`src/rtl/shift_unit.sv`:
```
// Iterative shift/rotate unit: latches operand, op and amount on start, moves
// one bit position per clock, then pulses done with the result on data_out.
module shift_unit #(
  parameter int WIDTH   = 32,
  parameter int SHAMT_W = 5
) (
  input  logic               clk,
  input  logic               reset,
  input  logic               start,
  input  logic [2:0]         op,
  input  logic [SHAMT_W-1:0] amount,
  input  logic [WIDTH-1:0]   data_in,
  output logic               busy,
  output logic               done,
  output logic [WIDTH-1:0]   data_out,
  output logic [1:0]         dbg_state_o
);

  // Handshake: start is a request sampled only in IDLE (ignored while busy);
  // done is a one-cycle pulse with data_out valid, held until the next accept.
  typedef enum logic [1:0] {
    IDLE  = 2'd0,
    SHIFT = 2'd1,
    DONE  = 2'd2
  } state_e;

  localparam logic [2:0] OP_SLL = 3'b001;
  localparam logic [2:0] OP_SRL = 3'b010;
  localparam logic [2:0] OP_SRA = 3'b011;
  localparam logic [2:0] OP_ROL = 3'b100;
  localparam logic [2:0] OP_ROR = 3'b101;

  state_e             state_q, state_d;
  logic [WIDTH-1:0]   data_q,  data_d;
  logic [2:0]         op_q,    op_d;
  logic [SHAMT_W-1:0] count_q, count_d;
  logic [WIDTH-1:0]   step_val;

  // Single-bit step of the latched operation; unknown ops leave data untouched.
  always_comb begin
    step_val = data_q;
    case (op_q)
      OP_SLL:  step_val = {data_q[WIDTH-2:0], 1'b0};
      OP_SRL:  step_val = {1'b0, data_q[WIDTH-1:1]};
      OP_SRA:  step_val = {data_q[WIDTH-1], data_q[WIDTH-1:1]};
      OP_ROL:  step_val = {data_q[WIDTH-2:0], data_q[WIDTH-1]};
      OP_ROR:  step_val = {data_q[0], data_q[WIDTH-1:1]};
      default: step_val = data_q;
    endcase
  end

  always_comb begin
    state_d = state_q;
    data_d  = data_q;
    op_d    = op_q;
    count_d = count_q;
    case (state_q)
      IDLE: begin
        if (start) begin
          data_d  = data_in;
          op_d    = op;
          count_d = amount;
          state_d = (amount != '0) ? SHIFT : DONE;
        end
      end
      SHIFT: begin
        data_d  = step_val;
        count_d = count_q - 1'b1;
        if (count_q == SHAMT_W'(1)) state_d = DONE;
      end
      DONE: begin
        state_d = IDLE;
      end
      default: begin
        state_d = IDLE;
      end
    endcase
  end

  always_ff @(posedge clk) begin
    if (!reset) begin
      state_q <= IDLE;
      data_q  <= '0;
      op_q    <= '0;
      count_q <= '0;
    end else begin
      state_q <= state_d;
      data_q  <= data_d;
      op_q    <= op_d;
      count_q <= count_d;
    end
  end

  assign busy        = (state_q != IDLE);
  assign done        = (state_q == DONE);
  assign data_out    = data_q;
  assign dbg_state_o = state_q;

endmodule

```
`config.mk`:
```
export PLATFORM = sky130hd
export DESIGN_NAME = shift_unit
export DESIGN_NICKNAME = d
export VERILOG_FILES = /design/src/rtl/shift_unit.sv
export SDC_FILE = /design/constraint.sdc
export NUM_CORES = 1
export LEC_CHECK = 0
export BUFFER_PORTS_ARGS = -buffer_cell sky130_fd_sc_hd__buf_4
export CORE_AREA = 2 2 82 84
export DETAILED_ROUTE_END_ITERATION = 6
export DIE_AREA = 0 0 84 86
export PLACE_DENSITY = 0.72
export SYNTH_ARGS = -nofsm -noshare
export SYNTH_HDL_FRONTEND = slang
export SYNTH_SLANG_ARGS = --single-unit
```
`constraint.sdc`:
```
create_clock -name clk -period 1.5 [get_ports clk]
set_input_delay 0.225 -clock clk [delete_from_list [all_inputs] [get_ports clk]]
set_output_delay 0.225 -clock clk [all_outputs]
set_load 0.005 [all_outputs]
```
* After elaboration in Yosys (flattened, before gate mapping)
Cells that the tools add are included.
** Word-level totals
- Register bits after elaboration :: 42
- Input port bits :: 43
- Output and inout bits :: 36
- Logic and storage cells :: 37
** Operators by class
- $add $sub $neg :: 1
- Eq/ne operators :: 13
- Multiplexer cells :: 9
- Reductions and logical operators :: 9
** Operator list (number)
- one-hot mux 32 bit (5 select lines) :: 1
- one-hot mux 32 bit (2 select lines) :: 1
- two-way mux 32 bit :: 1
- one-hot mux 5 bit (2 select lines) :: 1
- equality test 3 x 2 -> 1 bit, second input constant :: 2
- equality test 3 bit, second input constant :: 2
- two-way mux 2 bit :: 3
- inequality test 2 bit, second input constant :: 3
- inequality test 6 x 1 -> 1 bit, second input constant :: 1
- AND reduction 2 bit :: 3
- equality test 5 x 1 -> 1 bit, second input constant :: 1
- two-way mux 5 bit :: 1
- inequality test 5 x 1 -> 1 bit, second input constant :: 1
- nonzero test 5 bit :: 1
- subtractor 5 x 1 -> 5 bit, second input constant :: 1
- one-hot mux 2 bit (2 select lines) :: 1
- AND reduction 4 bit :: 1
- nonzero test 2 bit :: 2
- equality test 3 x 1 -> 1 bit, second input constant :: 1
- AND reduction 3 bit :: 1
- equality test 2 x 1 -> 1 bit, second input constant :: 1
- equality test 2 bit, second input constant :: 1
- logical NOT 2 bit :: 1

* Logic depth before layout (Yosys ltp)
- Depth after elaboration :: 4
- Depth in mapped cells :: 7
- Depth with buffers taken out :: 6

* Least setup slack after synthesis
No wires, ideal clock.
- Kind :: flip-flop to flip-flop
- Start point :: register op_q[2]
- End point :: register data_q[0], in the netlist data_out[0]
- Library setup time :: 87 ps
- Data arrival time :: 1375 ps
- Data required time :: 1413 ps
- Slack :: 38 ps
- Stages on the path, launching flop included :: 7
- Path buffers :: 2
- Clock period less this slack :: 1462 ps
- Cells stage by stage :: dfxtp_1 > buf_4 > or3_4 > a31oi_4 > buf_6 > nand3_1 > o31ai_1
** On the way
- Longest elaborated chain between the ends :: 3
- Elaborated cells on any way between the ends :: 9
- Those cells by class :: 6 x eq/ne; 2 x mux; 1 x reduce/logical
** Ends and longest elaborated chain
- start, declared :: line 35 : logic [2:0] op_q, op_d;
- start signal, assigned :: line 89 : op_q <= op_d;
- equality test 3 bit, or another cell as far along :: line 42 : case (op_q)
- one-hot mux 32 bit (5 select lines) / inequality test 6 x 1 -> 1 bit (equally long branches)
- one-hot mux 32 bit (2 select lines) / AND reduction 3 bit (equally long branches)
- end signal, assigned :: line 88 : data_q <= data_d;
- end, declared :: line 34 : logic [WIDTH-1:0] data_q, data_d;
Parallel ways exist; a longest one is shown, timed or not.
A chain may end at the register's enable or synchronous reset.

* Final worst setup path
- Start point :: register op_q[0]
- End point :: register data_q[4], in the netlist data_out[4]
The elaborated chain is that of the path after synthesis.

==> out/metrics.yaml <==
outcome: "complete, but fails checks"
violations: "setup timing"
fillers: 547
ys.flop_type: "dfxtp_1"
grt_first_pass_wirelength_um: 10900
pin_count: 79
cts_buffers: 5
grt_start_max_net_pins: 31
clkLatencyLatePin_ns: 0.30
die_x_um: 84
ant_nets: 0
syn_to_final_growth_pct: 53.3
syn-num-nets: 342
synth_warnings: 0
async_flop_share_pct: 0
synth_edf_count: 0
multi_input_area_um2: 1670
hold_violations: 0
ys_seq_area_share_pct: 34.2
place_ws_ns: 0.00855
setup_viol_count_final: 1
syn-cell-area_um2: 2460
cts_hold_buf: 0
cts.path.max_buffers: 2
drive_above_1_share_pct: 53.8
drv_cap: 0
final_area_um2: 3770
grt-ovfl-total: 0
timing.rr.start: "op_q[0]$_SDFFE_PN0P_"
num_vias: 2748
skew_ns: 0.00650
ys_types: 40
rsz0062_at_grt: "true"
maxSlewViolCount: 0
remaining_drc_errors: 0
grt_pass1_vias: 2274
cts_sinks: 42
regArea_um2: 852
crit_type: "reg -> reg"
reg2regPathDepth: 6
firstDrtPassIters: 5
min_path_type: "in -> reg"
dp_hpwl_um: 4820
arrival_ns: 1.73
finalNonFillerCells: 462
powerDensity_nw_per_um2: 976
layout_setup_ws_ns: -0.00886
worstSetupEndpoint: "data_out[4]$_SDFFE_PN0P_"
synth.ff_latch_count: 42
fmax_mhz: 663
num_rows: 29
cts_tree: "built"
clkTransAtPathRegs_ns: 0.08
crit_start: "op_q[0]$_SDFFE_PN0P_"
max-slew-margin-rel_pct: 71.1
port-buffer-count: 78
diodes: 0
cts_root_buf: "clkbuf_8"
antenna_found_initial: 0
hold-worst-slack_ns: 0.159
die_area_um2: 7220
tightest_slew_ns: 0.429
cp_max_fo: 6
totalWireLength_um: 7680
ir_drop_uv: 458
fin_crit_ns: 1.51
post-route-period-util_pct: 101
gp_congestion: 0.837
r2r_slack_ns: -0.009
worstSetupEndpointType: "flop"
worstPathRequired_ns: 1.72
core_um2: 6280
wire_per_inst_um: 16.6
grt_usage_pct: 18.4
r2r-end: "data_out[4]$_SDFFE_PN0P_"
start_util_pct: 39.1
die_h_um: 86
drt_iter0_drc: 126
place_area_um2: 3170
htreeDepth: 2
cp-start-kind: "flop"
via_per_inst: 5.95
p_leak_nw: 1.52
layout.nets: 429
dp.cells: 443
synth_area_per_cell_um2: 8.27
synthCells: 297
==> worst min-delay path by stage <==
stage / depth (start not counted) / slack [ns] / endpoint / startpoint
after global routing: 3 / 0.16 / op_q[0]$_SDFFE_PN0P_ / op[0]
after floorplan: 2 / 0.37 / op_q[0]$_SDFFE_PN0P_ / op[0]
after global placement: 3 / 0.47 / op_q[0]$_SDFFE_PN0P_ / op[0]
final: 3 / 0.16 / op_q[0]$_SDFFE_PN0P_ / op[0]
after CTS: 3 / 0.16 / op_q[0]$_SDFFE_PN0P_ / op[0]
after detailed placement: 3 / 0.47 / op_q[0]$_SDFFE_PN0P_ / op[0]
==> sequential cells by signal, summed over array words and instances (netlist names) <==
register     count
data_out        32
op_q             3
count_q          5
dbg_state_o      2
==> cells by family after synthesis <==
| group | after synthesis | synth area share (%) |
|---|---|---|
| AOI/OAI and AO/OA | 143 | 38.8 |
| xor gates and xnor gates | 2 | 0.713 |
| adders and majority gates | 2 | 1.02 |
| buffers and inverters | 39 | 8.60 |
| DFF | 42 | 34.2 |
| muxes | 7 | 2.90 |
| and+or+nand+nor | 62 | 13.7 |
==> power breakdown <==
part           internal, W  switching, W  leakage, nW  total [W]
registers          0.00127      0.000195        0.349    0.00146
clock network     0.000372      0.000396       0.0482   0.000768
logic             0.000791      0.000658         1.12    0.00145
==> Yosys cell counts (2+ instances only) <==
cell,number,area [µm²]
a21oi_1,33,165
o21ai_0,36,180
mux2i_1,6,60.1
nand3_1,31,155
nand2b_1,2,12.5
ha_1,2,25.0
dfxtp_1,42,841
buf_2,10,50.1
nor2b_1,3,18.8
o31ai_1,31,233
a222oi_1,2,20.0
buf_4,2,15.0
o22ai_1,2,12.5
clkbuf_1,14,52.6
nand2_1,3,11.3
xor2_1,2,17.5
nor3b_1,3,22.5
inv_1,5,18.8
nor2_1,12,45.0
buf_6,6,67.6
a31o_2,29,254
a31oi_1,3,18.8
==> critical path: stages, from the launching register on <==
cell,delay [ns]
dfxtp_2,0.33
or3_4,0.40
a31oi_4,0.21
buf_8,0.17
buf_8,0.13
nand3_2,0.10
o31ai_4,0.08
==> area by class of cell <==
cell class              count  area share (%)
clock inverters             1           0.133
well taps                  77            2.56
repair buffers            113            27.4
clock buffers               7            2.29
multi-input cells         216            44.4
inverters                   6           0.598
flip-flops and latches     42            22.6
==> stage by stage <==
| stage | power (W) | util [%] | TNS [ns] |
|---|---|---|---|
| 2_1_floorplan | 0.00211 | - | 0 |
| 3_3_place_gp | 0.00255 | 50.5 | 0 |
| 3_5_place_dp | 0.00257 | 50.5 | 0 |
| 4_1_cts | 0.00335 | 52.3 | -0.00397 |
| 5_1_grt | 0.00389 | 60.0 | -0.955 |
| 6_report | 0.00368 | 60.0 | -0.00886 |
==> timing repair <==
item,4_1_cts,5_1_grt
cloned,0,7
endpoints found under the setup margin,3,33
pin swaps,1,3
buffers inserted,0,4
gates resized for setup,7,65
==> per-layer routing <==
layer | GRT usage [%] | part of all wire (%) | vias up | wire, µm
met3 | 4.04 | 6.5 | 7 | 499
li1 | - | - | 1312 | -
met1 | 25.1 | 43 | 1328 | 3330
met2 | 29.2 | 49 | 101 | 3730
met4 | 5.87 | 1.5 | 0 | 113
met5 | 0 | 0 | - | 0
==> placed cells by master, fill, tap and decap left out, types with 2 or more instances in the layout <==
master     instances
o31ai_2           13
a21oi_1           29
buf_12             4
nand3_1           10
a31o_2            29
nand3_2           19
nand3_4            2
buf_4             92
nand2_1            2
a21oi_2            4
clkbuf_8           6
o22ai_1            2
buf_8              2
o21ai_0           36
mux2i_1            6
buf_6              9
clkbuf_16          5
a222oi_1           2
a31oi_1            3
nor2_1            12
nor2b_1            2
dfxtp_2            6
xor2_1             2
o31ai_4            4
dfxtp_1           35
nand2b_1           2
nor3b_1            2
inv_1              5
o31ai_1           14
Power figures use the tool's default switching activity.
